<file path="src/rtl/serial_addsub5.sv">
// Bit-serial add/subtract unit: one full-adder cell, LSB first, WIDTH cycles per operation.
// Subtraction uses two's complement (inverted b, carry-in 1); flags are registered at completion.
module serial_addsub5 #(
  parameter int WIDTH = 5
) (
  input  logic             clk,
  input  logic             reset,
  input  logic             start,
  input  logic             op,
  input  logic [WIDTH-1:0] a,
  input  logic [WIDTH-1:0] b,
  output logic             busy,
  output logic             done,
  output logic [WIDTH-1:0] result,
  output logic             cout,
  output logic             borrow,
  output logic             zero
);

  localparam int CW = (WIDTH > 1) ? $clog2(WIDTH) : 1;

  typedef enum logic [1:0] {
    IDLE  = 2'd0,
    SHIFT = 2'd1,
    DONE  = 2'd2
  } state_t;

  state_t           state;
  state_t           next_state;
  logic [WIDTH-1:0] ra;
  logic [WIDTH-1:0] rb;
  logic [WIDTH-1:0] acc;
  logic             c;
  logic             op_q;
  logic [CW-1:0]    cnt;

  logic             load;
  logic             last;
  logic             sum_bit;
  logic             carry_next;
  logic [WIDTH:0]   shifted;
  logic [WIDTH-1:0] final_res;

  // Full-adder cell and the accumulator value after inserting this cycle's sum bit
  always_comb begin
    sum_bit    = ra[0] ^ rb[0] ^ c;
    carry_next = (ra[0] & rb[0]) | (ra[0] & c) | (rb[0] & c);
    last       = (cnt == CW'(WIDTH - 1));
    shifted    = {sum_bit, acc};
    final_res  = shifted[WIDTH:1];
  end

  // Next-state and operand-load decode
  always_comb begin
    next_state = state;
    load       = 1'b0;
    case (state)
      IDLE: begin
        if (start) begin
          load       = 1'b1;
          next_state = SHIFT;
        end else begin
          next_state = IDLE;
        end
      end
      SHIFT: begin
        if (last) begin
          next_state = DONE;
        end else begin
          next_state = SHIFT;
        end
      end
      DONE: begin
        if (start) begin
          load       = 1'b1;
          next_state = SHIFT;
        end else begin
          next_state = IDLE;
        end
      end
      default: begin
        next_state = IDLE;
      end
    endcase
  end

  // State, datapath and output registers; result/flags only move on the final bit
  always_ff @(posedge clk) begin
    if (reset) begin
      state  <= IDLE;
      busy   <= 1'b0;
      done   <= 1'b0;
      ra     <= {WIDTH{1'b0}};
      rb     <= {WIDTH{1'b0}};
      acc    <= {WIDTH{1'b0}};
      c      <= 1'b0;
      op_q   <= 1'b0;
      cnt    <= {CW{1'b0}};
      result <= {WIDTH{1'b0}};
      cout   <= 1'b0;
      borrow <= 1'b0;
      zero   <= 1'b0;
    end else begin
      state <= next_state;
      busy  <= (next_state == SHIFT);
      done  <= (next_state == DONE);
      if (load) begin
        ra   <= a;
        rb   <= op ? ~b : b;
        c    <= op;
        op_q <= op;
        cnt  <= {CW{1'b0}};
      end else if (state == SHIFT) begin
        ra  <= ra >> 1;
        rb  <= rb >> 1;
        c   <= carry_next;
        acc <= final_res;
        cnt <= cnt + CW'(1);
        if (last) begin
          result <= final_res;
          cout   <= carry_next & ~op_q;
          borrow <= ~carry_next & op_q;
          zero   <= (final_res == {WIDTH{1'b0}});
        end
      end
    end
  end

endmodule

</file>
<file path="config.mk">
export PLATFORM = sky130hd
export DESIGN_NAME = serial_addsub5
export DESIGN_NICKNAME = d
export VERILOG_FILES = /design/src/rtl/serial_addsub5.sv
export SDC_FILE = /design/constraint.sdc
export NUM_CORES = 1
export LEC_CHECK = 0
export ABC_CLOCK_PERIOD_IN_PS = 3100
export CAP_MARGIN = 20
export CORE_MARGIN = 1.5
export CORE_UTILIZATION = 54
export DETAILED_ROUTE_END_ITERATION = 8
export GPL_TIMING_DRIVEN = 1
export PLACE_DENSITY = 0.81
export SKIP_LAST_GASP = 1
export SLEW_MARGIN = 40
export SYNTH_ARGS = -nofsm -noshare
export SYNTH_HDL_FRONTEND = slang
export SYNTH_SLANG_ARGS = --single-unit
</file>
<file path="constraint.sdc">
create_clock -name clk -period 3.1 [get_ports clk]
set_clock_uncertainty 0.1 [all_clocks]
set_input_delay 0.62 -clock clk [delete_from_list [all_inputs] [get_ports clk]]
set_output_delay 0.62 -clock clk [all_outputs]
set_load 0.05 [all_outputs]
</file>
# == Word level (Yosys, flattened, before mapping) ==
# Index checks and enable logic that the tools add are counted.
# op_classes
eq_ne,5
addsub,1
n_bitwise,13
n_reduce_logical,7
mux,12
# ops
op,n
$mux 5,5
$and 1x1->1,5
$logic_not 5->1,1
$mux 1,5
$not 5->5,1
$eq 2x1->1 const B,2
$eq 2x2->1 const B,2
$pmux 2 s2,1
$reduce_or 2->1,2
$add 3x1->3 const B,1
$eq 3x3->1 const B,1
$not 1->1,3
$reduce_and 3->1,1
$logic_not 2->1,1
$mux 2,1
$or 1x1->1,2
$reduce_and 2->1,1
$reduce_bool 2->1,1
$xor 1x1->1,2
# word_totals
elab_cells,51
out_inout_bits,10
reg_bits,32
in_bits,14

# == Depth between registers and ports, before layout ==
# Gate-level depths: netlist of run 1.
# logic_depth
ltp_word,5
depth_mapped,6
depth_no_buf,5

# == Least setup slack after synthesis of run 1 ==
# OpenSTA, ideal clock, no wires.
# synth_path
kind,input port to flip-flop
start,input start
end,register ra[0]
path_buffers,1
path_slack_ps,1672
t_required_ps,2868
setup_time_ps,132
cell_stages,4
t_arrival_ps,1196
cell_sequence,or2b_1 buf_4 nand3_1 a21oi_1
# synth_between
elab_chain_cells,3
word_cells_on_any_way,4
classes_between,3 x mux; 1 x reduce/logical
# synth_rtl
element,line,rtl
"start, declared",8,"input logic start,"
$mux 1 (*),"59, 74",
$mux 1 (*),n/a,
$mux 5 / $reduce_bool 2->1 (equally long branches),n/a,
"end signal, assigned",93,ra <= {WIDTH{1'b0}};
"end signal, assigned",114,ra <= ra >> 1;
"end, declared",30,logic [WIDTH-1:0] ra;
# Every way passes the cells marked *; elsewhere a longest branch is shown, timed or not.
# A chain may end at the register's enable or synchronous reset.

# == Final worst setup path of run 1 ==
# layout_path
start,register borrow
end,output borrow
# layout_lines
element,line,rtl
"start, declared",16,"output logic borrow,"
"start signal, assigned",122,borrow <= ~carry_next & op_q;
# No word-level cell between the ends.

==> impl_metrics.yaml, run 1 <==
critical_path:
  critical_path_buf_inv_count: 1
  crit_path_cell_trace: "clkdlybuf4s50_1"
  cpPeakStageDelay_ns: 0.80
  r2r_setup_slack_ns: 1.61
  critPathKind: "reg2out"
  worstPathArrival_ns: 1.47
  critPathRequiredTime_ns: 2.38
  crit_family: "buffers and inverters"
  cp_max_fo: 2
  startpoint_type: "flip-flop"
  worst_setup_path_end_kind: "output pin"
  slowest_stage: "clkdlybuf4s50_1"
clock_tree:
  cts_root_buffer: "clkbuf_4"
  cts_resized: 0
  cts.sinks: 31
  numCtsBuffers: 5
  hold_buffers: 0
  clk_latency_ns: 0.33
  cts_max_path_buffers: 2
  clkTransAtPathRegs_ns: 0.09
  cts_tree: "built"
  htreeDepth: 2
  cts_setup_buffers: 0
synth:
  yosys.area.top_type: "dfxtp_1"
  synth_top_area_frac: 0.479
  synthTopCellsByArea: "dfxtp_1 48%, nand2_1 9.6%, a21oi_1 8.1%"
  ys_ff_latch: 31
  synth_cells: 147
  yosysUniqueCellTypes: 28
  syn_avg_cell_area_um2: 8.82
  synth_seq_area_share: 0.479
  synthFlopType: "dfxtp_1"
  synth_fp_nets: 164
  syn_area_um2: 1300
  yosys_warnings: 0
  synth_edf_count: 0
  ys_async_sr_fraction: 0
run:
  max-cap-violations: 0
route:
  dr.pass1.iters: 6
  vias_per_cell: 5.61
  drtIter0Drc: 19
  remaining_drc_errors: 0
  wl_um: 2560
  antenna_left: 0
  routed-via-count: 1110
  avgRoutedWirePerCell_um: 12.9
timing:
  final.setup.tns_ns: 0
  tightestPinTransition_ns: 0.578
  period_minus_slack_ns: 2.19
  max_slew_margin: 0.615
  setup_violations: 0
  hold_viol_final: 0
  maxSlewViolCount: 0
  min_period_over_period: 0.706
  timing.fmax_mhz: 457
  rsz0062_at_grt: "false"
floorplan:
  core_area_um2: 2230
  rows: 17
  die_area_um2: 2700
  num_io_pins: 24
  start_util: 0.580
  die_h_um: 52.0
  die_width_um: 52.0
global_routing:
  grt-ovfl-total: 0
  antenna_found_initial: 0
  grt_pass1_wl_um: 4310
  grt_pass1_vias: 980
  grt_max_degree: 20
  grt_util_all_layers: 0.226
hold_path:
  min_path_type: "reg2reg"
power:
  power_uw: 859
  cellPowerDensity_nw_per_um2: 537
  ir_drop_v: 0.000563
  p_leak_uw: 0.000569
place:
  dpl.hpwl_um: 1740
  place.gp.congestion: 0.763
  io_buffers: 23
final_layout:
  drive_gt1_frac: 0.0882
  diodes: 0
  area_delta_synth_final_pct: 23.4
  nets: 186
run_status:
  status: "finished, final reports clean"
path summary, 6_finish.rpt:
check | start | endpoint | cells after the start
worst min register to register | result[0] | result[0] | 2
worst max register to register | state[0] | ra[1] | 3
worst max-delay path | borrow | borrow | 1
worst min-delay path | result[0] | result[0] | 2
where the power goes:
part / internal [µW] / total, µW / switching (µW)
Sequential: 415 / 428 / 12.5
Combinational: 43.4 / 98.6 / 55.2
Clock: 190 / 333 / 142
through the flow:
step           instance area [µm²]  cells   util  hold slack, ns  worst slack [ns]
2_1_floorplan                 1300    147      -           0.344              1.67
3_3_place_gp                  1510    190  0.676           0.341             0.922
3_5_place_dp                  1510    190  0.676           0.348             0.809
4_1_cts                       1600    198  0.715           0.362             0.894
5_1_grt                       1600    198  0.716           0.390             0.838
6_report                      1600    198  0.716           0.357             0.910
cells in the mapped netlist (2+ instances only):
| master | count |
|---|---|
| a21oi_1 | 21 |
| ha_1 | 2 |
| nand3b_1 | 3 |
| nor3_1 | 3 |
| nor2_1 | 8 |
| nand2_1 | 33 |
| a22oi_1 | 5 |
| clkbuf_1 | 2 |
| a311oi_2 | 3 |
| dfxtp_1 | 31 |
| buf_2 | 3 |
| buf_4 | 2 |
| inv_1 | 2 |
| nor2b_1 | 2 |
| nand3_1 | 9 |
| xor2_1 | 6 |
placed cells by master, fill, tap and decap left out, types with 2 or more instances in the layout:
cell,count
dfxtp_1,31
inv_1,2
nand3b_1,3
a311oi_2,3
clkbuf_4,5
nand3_1,9
nand2_1,33
xor2_1,6
a22oi_1,5
nor2_1,8
ha_1,2
buf_4,2
nor3_1,3
clkdlybuf4s50_1,23
a21oi_1,21
per-layer routing:
layer / GRT usage / share of wire
met1: 0.260 / 0.42
met2: 0.367 / 0.50
met3: 0.0833 / 0.059
met4: 0.110 / 0.022
met5: 0 / 0
flip-flops by register name (all words and copies together) (netlist names):
| register | count |
|---|---|
| ra | 5 |
| acc | 4 |
| borrow | 1 |
| zero | 1 |
| done | 1 |
| busy | 1 |
| state | 2 |
| cnt | 3 |
| result | 5 |
| cout | 1 |
| op_q | 1 |
| rb | 5 |
| c | 1 |
layout make-up:
cell class	instances	area (µm²)
Timing Repair Buffer	25	245
Fill cell	183	634
Clock buffer	6	51.3
Sequential cell	31	621
Multi-Input combinational cell	104	604
Tap cell	28	35.0
Inverter	2	7.51
Clock inverter	2	35.0
logic make-up (layout without fill, tap and decap cells):
logic type      after synthesis  count (layout)  share of synthesized area
buf+inv                      12              35                     0.0569
fa+ha+maj                     3               3                     0.0347
mux                           1               1                    0.00772
flops                        31              31                      0.479
xor+xnor                      7               7                     0.0473
compound gates               30              30                      0.150
simple gates                 63              63                      0.225
Power figures use the tool's default switching activity.
==> run 2, diff against run 1 <==
- ABC_CLOCK_PERIOD_IN_PS: 3100 -> 2250
- CORE_UTILIZATION: 54 -> 50
- PLACE_DENSITY: 0.81 -> 0.76
- clock period: 3.1 -> 2.25 ns (I/O delays scaled with it)
==> run 2 against run 1 <==
  * Worst setup slack got worse by 0.69 ns
  * Hold slack improved by 0.0052 ns
  * Final area increased by 0.47%
  * Combinational power increased by 36%
  * Clock-buffer cell count unchanged
  * Final cell count increased by 1.5%
  * Non-clock buffer count increased by 1
  * First-iteration DRC count increased by 5.3%
  * Sequential cell count unchanged
  * Register-to-register slack got worse by 0.96 ns
  * Global-route usage decreased by 1.7 points
  * Clock power increased by 36%
  * Critical endpoint is now result[0]
==> impl_metrics.yaml, run 2 (synthesis results as in run 1) <==
global_routing:
  grt_util_all_layers: 0.209
  antenna_found_initial: 0
  grt_use_met1: 0.250
  grt_pass1_wl_um: 4310
  grt_use_met2: 0.343
  grt-ovfl-total: 0
  grt_max_degree: 32
  grt_pass1_vias: 1031
  busiest_layer: "met2"
  use_met3: 0.0583
route:
  routed-via-count: 1076
  dr.pass1.iters: 4
  drtIter0Drc: 20
  vias_per_cell: 5.35
  avgRoutedWirePerCell_um: 12.1
  remaining_drc_errors: 0
  wl_um: 2430
  antenna_left: 0
critical_path:
  cp_max_fo: 2
  worst_setup_path_end_kind: "output pin"
  worstPathArrival_ns: 1.48
  crit_family: "buffers and inverters"
  crit_path_cell_trace: "clkdlybuf4s50_1"
  critPathRequiredTime_ns: 1.70
  critical_path_buf_inv_count: 1
  slowest_stage: "clkdlybuf4s50_1"
  critPathKind: "reg2out"
  cpPeakStageDelay_ns: 0.80
  startpoint_type: "flip-flop"
clock_tree:
  clkTransAtPathRegs_ns: 0.11
  clk_latency_ns: 0.33
  numCtsBuffers: 5
  cts_resized: 0
  cts_max_path_buffers: 2
  cts_tree: "built"
  hold_buffers: 0
  htreeDepth: 2
  cts.sinks: 31
  cts_setup_buffers: 0
  cts_root_buffer: "clkbuf_4"
floorplan:
  die_width_um: 53.9
  die_h_um: 53.9
  num_io_pins: 24
  rows: 18
  die_area_um2: 2910
  start_util: 0.528
  core_area_um2: 2450
timing:
  hold_viol_final: 0
  final.setup.tns_ns: 0
  min_period_over_period: 0.904
  setup_violations: 0
  timing.fmax_mhz: 492
  period_minus_slack_ns: 2.03
  maxSlewViolCount: 0
  tightestPinTransition_ns: 0.549
  max_slew_margin: 0.634
  rsz0062_at_grt: "false"
place:
  place.gp.congestion: 0.774
  dpl.hpwl_um: 1720
  post-place-cells: 193
  postPlaceCellArea_um2: 1520
  io_buffers: 23
power:
  p_comb_frac: 0.114
  seq_power_share: 0.501
  p_switching_uw: 280
  p_sw_frac: 0.238
  cellPowerDensity_nw_per_um2: 732
  ir_drop_v: 0.000609
  clock_power_share: 0.385
  p_int_uw: 896
  p_leak_uw: 0.000572
final_layout:
  fillers: 202
  nets: 187
  reg_top3: "ra: 5 flops, rb: 5 flops, result: 5 flops"
  seq_area_um2: 621
  layout.cells.non_filler: 201
  stdcell_area_um2: 1610
  mostFrequentLayoutCell: "nand2_1"
  area_delta_synth_final_pct: 23.9
  diodes: 0
  mostFrequentLayoutCells: "33 x nand2_1, 31 x dfxtp_1, 23 x clkdlybuf4s50_1, 21 x a21oi_1, 9 x nand3_1"
  utilization: 0.654
  drive_gt1_frac: 0.0877
  multi_input_area_um2: 602
run:
  max-cap-violations: 0
hold_path:
  min_path_type: "reg2reg"
run_status:
  status: "finished, final reports clean"
==> run 2: worst paths after layout <==
check,slack [ns],cells past startpoint,start,to
max,0.22,1,result[0],result[0]
min,0.36,2,result[2],result[2]
max reg2reg,0.65,4,state[0],ra[1]
min reg2reg,0.36,2,result[2],result[2]
==> run 2: cell type report <==
| class | instances | area share |
|---|---|---|
| flip-flops and latches | 31 | 0.386 |
| multi-input cells | 104 | 0.375 |
| well taps | 30 | 0.0234 |
| clock inverters | 2 | 0.0218 |
| clock buffers | 6 | 0.0319 |
| repair buffers | 26 | 0.157 |
| inverters | 2 | 0.00467 |
==> run 2: worst min-delay path: stages, from the launching register on <==
cell	delay [ns]
dfxtp_1	0.32
nand2_1	0.05
a21oi_1	0.05
==> run 2: metrics by stage <==
stage | total power [µW] | worst slack [ns] | hold slack (ns)
global route | 1220 | 0.156 | 0.378
detailed placement | 735 | 0.361 | 0.346
floorplan | 695 | 0.986 | 0.344
CTS | 1180 | 0.211 | 0.360
global placement | 731 | 0.429 | 0.343
finish | 1180 | 0.216 | 0.363
==> run 2: power by group through the flow <==
stage                     clock network [µW]  logic, µW  registers [µW]
after floorplan                            0       93.5             602
after global placement                     0        131             600
after detailed placement                   0        134             601
after CTS                                456        135             589
after global routing                     477        149             592
final                                    453        134             589
==> run 2: layer usage <==
| metal | vias to the layer above | part of all wire |
|---|---|---|
| met1 | 499 | 0.45 |
| met4 | 0 | 0.016 |
| met2 | 30 | 0.48 |
| met3 | 6 | 0.050 |
| li1 | 541 | - |
| met5 | - | 0 |
==> run 3, diff against run 2 <==
- RECOVER_POWER: default -> 50
==> run 3 against run 2 <==
  * Register-to-register slack got worse by 0.26 ns
  * Routed wire length down 0.12%
  * Non-clock buffer count unchanged
==> impl_metrics.yaml, run 3 (synthesis results as in run 1) <==
final_layout:
  mostFrequentLayoutCell: "nand2_1"
  drive_gt1_frac: 0.0819
  layout.cells.non_filler: 201
  reg_top3: "ra: 5 flops, rb: 5 flops, result: 5 flops"
  diodes: 0
  mostFrequentLayoutCells: "33 x nand2_1, 31 x dfxtp_1, 21 x a21oi_1, 21 x clkdlybuf4s50_1, 9 x nand3_1"
  area_delta_synth_final_pct: 23.5
  nets: 187
  utilization: 0.652
timing:
  min_period_over_period: 0.904
  maxSlewViolCount: 0
  period_minus_slack_ns: 2.03
  tightestPinTransition_ns: 0.659
  rsz0062_at_grt: "false"
  final.setup.tns_ns: 0
  max_slew_margin: 0.561
  timing.fmax_mhz: 492
  setup_violations: 0
  hold_viol_final: 0
global_routing:
  grt_pass1_vias: 1031
  grt-ovfl-total: 0
  grt_pass1_wl_um: 4310
  antenna_found_initial: 0
  grt_util_all_layers: 0.209
  grt_max_degree: 32
clock_tree:
  cts_max_path_buffers: 2
  hold_buffers: 0
  htreeDepth: 2
  cts.sinks: 31
  clk_latency_ns: 0.33
  cts_resized: 0
  cts_tree: "built"
  cts_setup_buffers: 0
  numCtsBuffers: 5
  cts_root_buffer: "clkbuf_4"
  clkTransAtPathRegs_ns: 0.11
critical_path:
  ff2ff_path_depth: 4
  reg2reg_to: "ra[1]"
  critPathKind: "reg2out"
  cpPeakStageDelay_ns: 0.80
  crit_family: "buffers and inverters"
  slowest_stage: "clkdlybuf4s50_1"
  r2r_setup_slack_ns: 0.39
  crit_path_cell_trace: "clkdlybuf4s50_1"
  worst_setup_path_end_kind: "output pin"
  worstPathArrival_ns: 1.48
  cp_max_fo: 2
  critPathRequiredTime_ns: 1.70
  r2r_start: "state[0]"
  startpoint_type: "flip-flop"
  critical_path_buf_inv_count: 1
run:
  max-cap-violations: 0
hold_path:
  min_path_type: "reg2reg"
  hold_end: "result[2]"
  holdPathStages: 2
  min_from: "result[2]"
floorplan:
  die_width_um: 53.9
  rows: 18
  start_util: 0.528
  die_area_um2: 2910
  core_area_um2: 2450
  die_h_um: 53.9
  num_io_pins: 24
power:
  seq_power_share: 0.502
  clock_power_share: 0.386
  cellPowerDensity_nw_per_um2: 733
  p_sw_frac: 0.238
  p_leak_uw: 0.000568
  p_switching_uw: 280
  p_int_uw: 893
  ir_drop_v: 0.000609
  p_comb_frac: 0.112
route:
  routed-via-count: 1070
  remaining_drc_errors: 0
  vias_per_cell: 5.32
  dr.pass1.iters: 4
  drtIter0Drc: 20
  antenna_left: 0
  avgRoutedWirePerCell_um: 12.0
  wl_um: 2420
place:
  io_buffers: 23
  dpl.hpwl_um: 1720
  post-place-cells: 193
  place.gp.congestion: 0.774
run_status:
  status: "finished, final reports clean"
==> run 3: cell types whose count changed in the layout (fill, tap and decap cells not counted), sizes merged <==
cell / change
dlygate4sd3: +2
clkbuf: +2
clkdlybuf4s50: -2
buf: -2
==> run 3: stage by stage <==
step,area [µm²],power (µW),hold slack (ns),setup WS (ns)
after floorplan,1300,695,0.344,0.986
after global placement,1520,731,0.343,0.429
after detailed placement,1520,735,0.346,0.361
after CTS,1610,1180,0.360,0.211
after global routing,1600,1210,0.378,0.156
final,1600,1170,0.363,0.215
==> run 3: how the worst max path moves through the flow <==
stage,end,cells past startpoint,startpoint
finish,result[0],1,result[0]
global route,result[0],1,result[0]
CTS,result[0],1,result[0]
detailed placement,ra[2],4,start
global placement,ra[3],4,start
floorplan,cout,6,cnt[0]
==> run 3: power by group through the flow <==
stage / combinational, µW / sequential [µW] / clock, µW
after CTS: 135 / 589 / 456
after global routing: 146 / 592 / 477
final: 131 / 589 / 453
after global placement: 131 / 600 / 0
after floorplan: 93.5 / 602 / 0
after detailed placement: 134 / 601 / 0
==> run 3: cell type report <==
class | instances | area [µm²]
fillers | 203 | 855
flip-flops and latches | 31 | 621
multi-input cells | 104 | 602
repair buffers | 26 | 246
clock buffers | 6 | 51.3
well taps | 30 | 37.5
clock inverters | 2 | 35.0
inverters | 2 | 7.51
==> run 3: metal layers <==
layer  global-route usage  vias to the layer above  wire, µm
li1                     -                      541         -
met1                0.250                      495      1110
met2                0.343                       28      1170
met3               0.0583                        6       111
met4                0.103                        0        38
met5                    0                        -         0
==> run 3: tightest hold or removal path: stages, from the launching register on <==
cell and delay [ns]:
dfxtp_1 0.32, nand2_1 0.05, a21oi_1 0.05
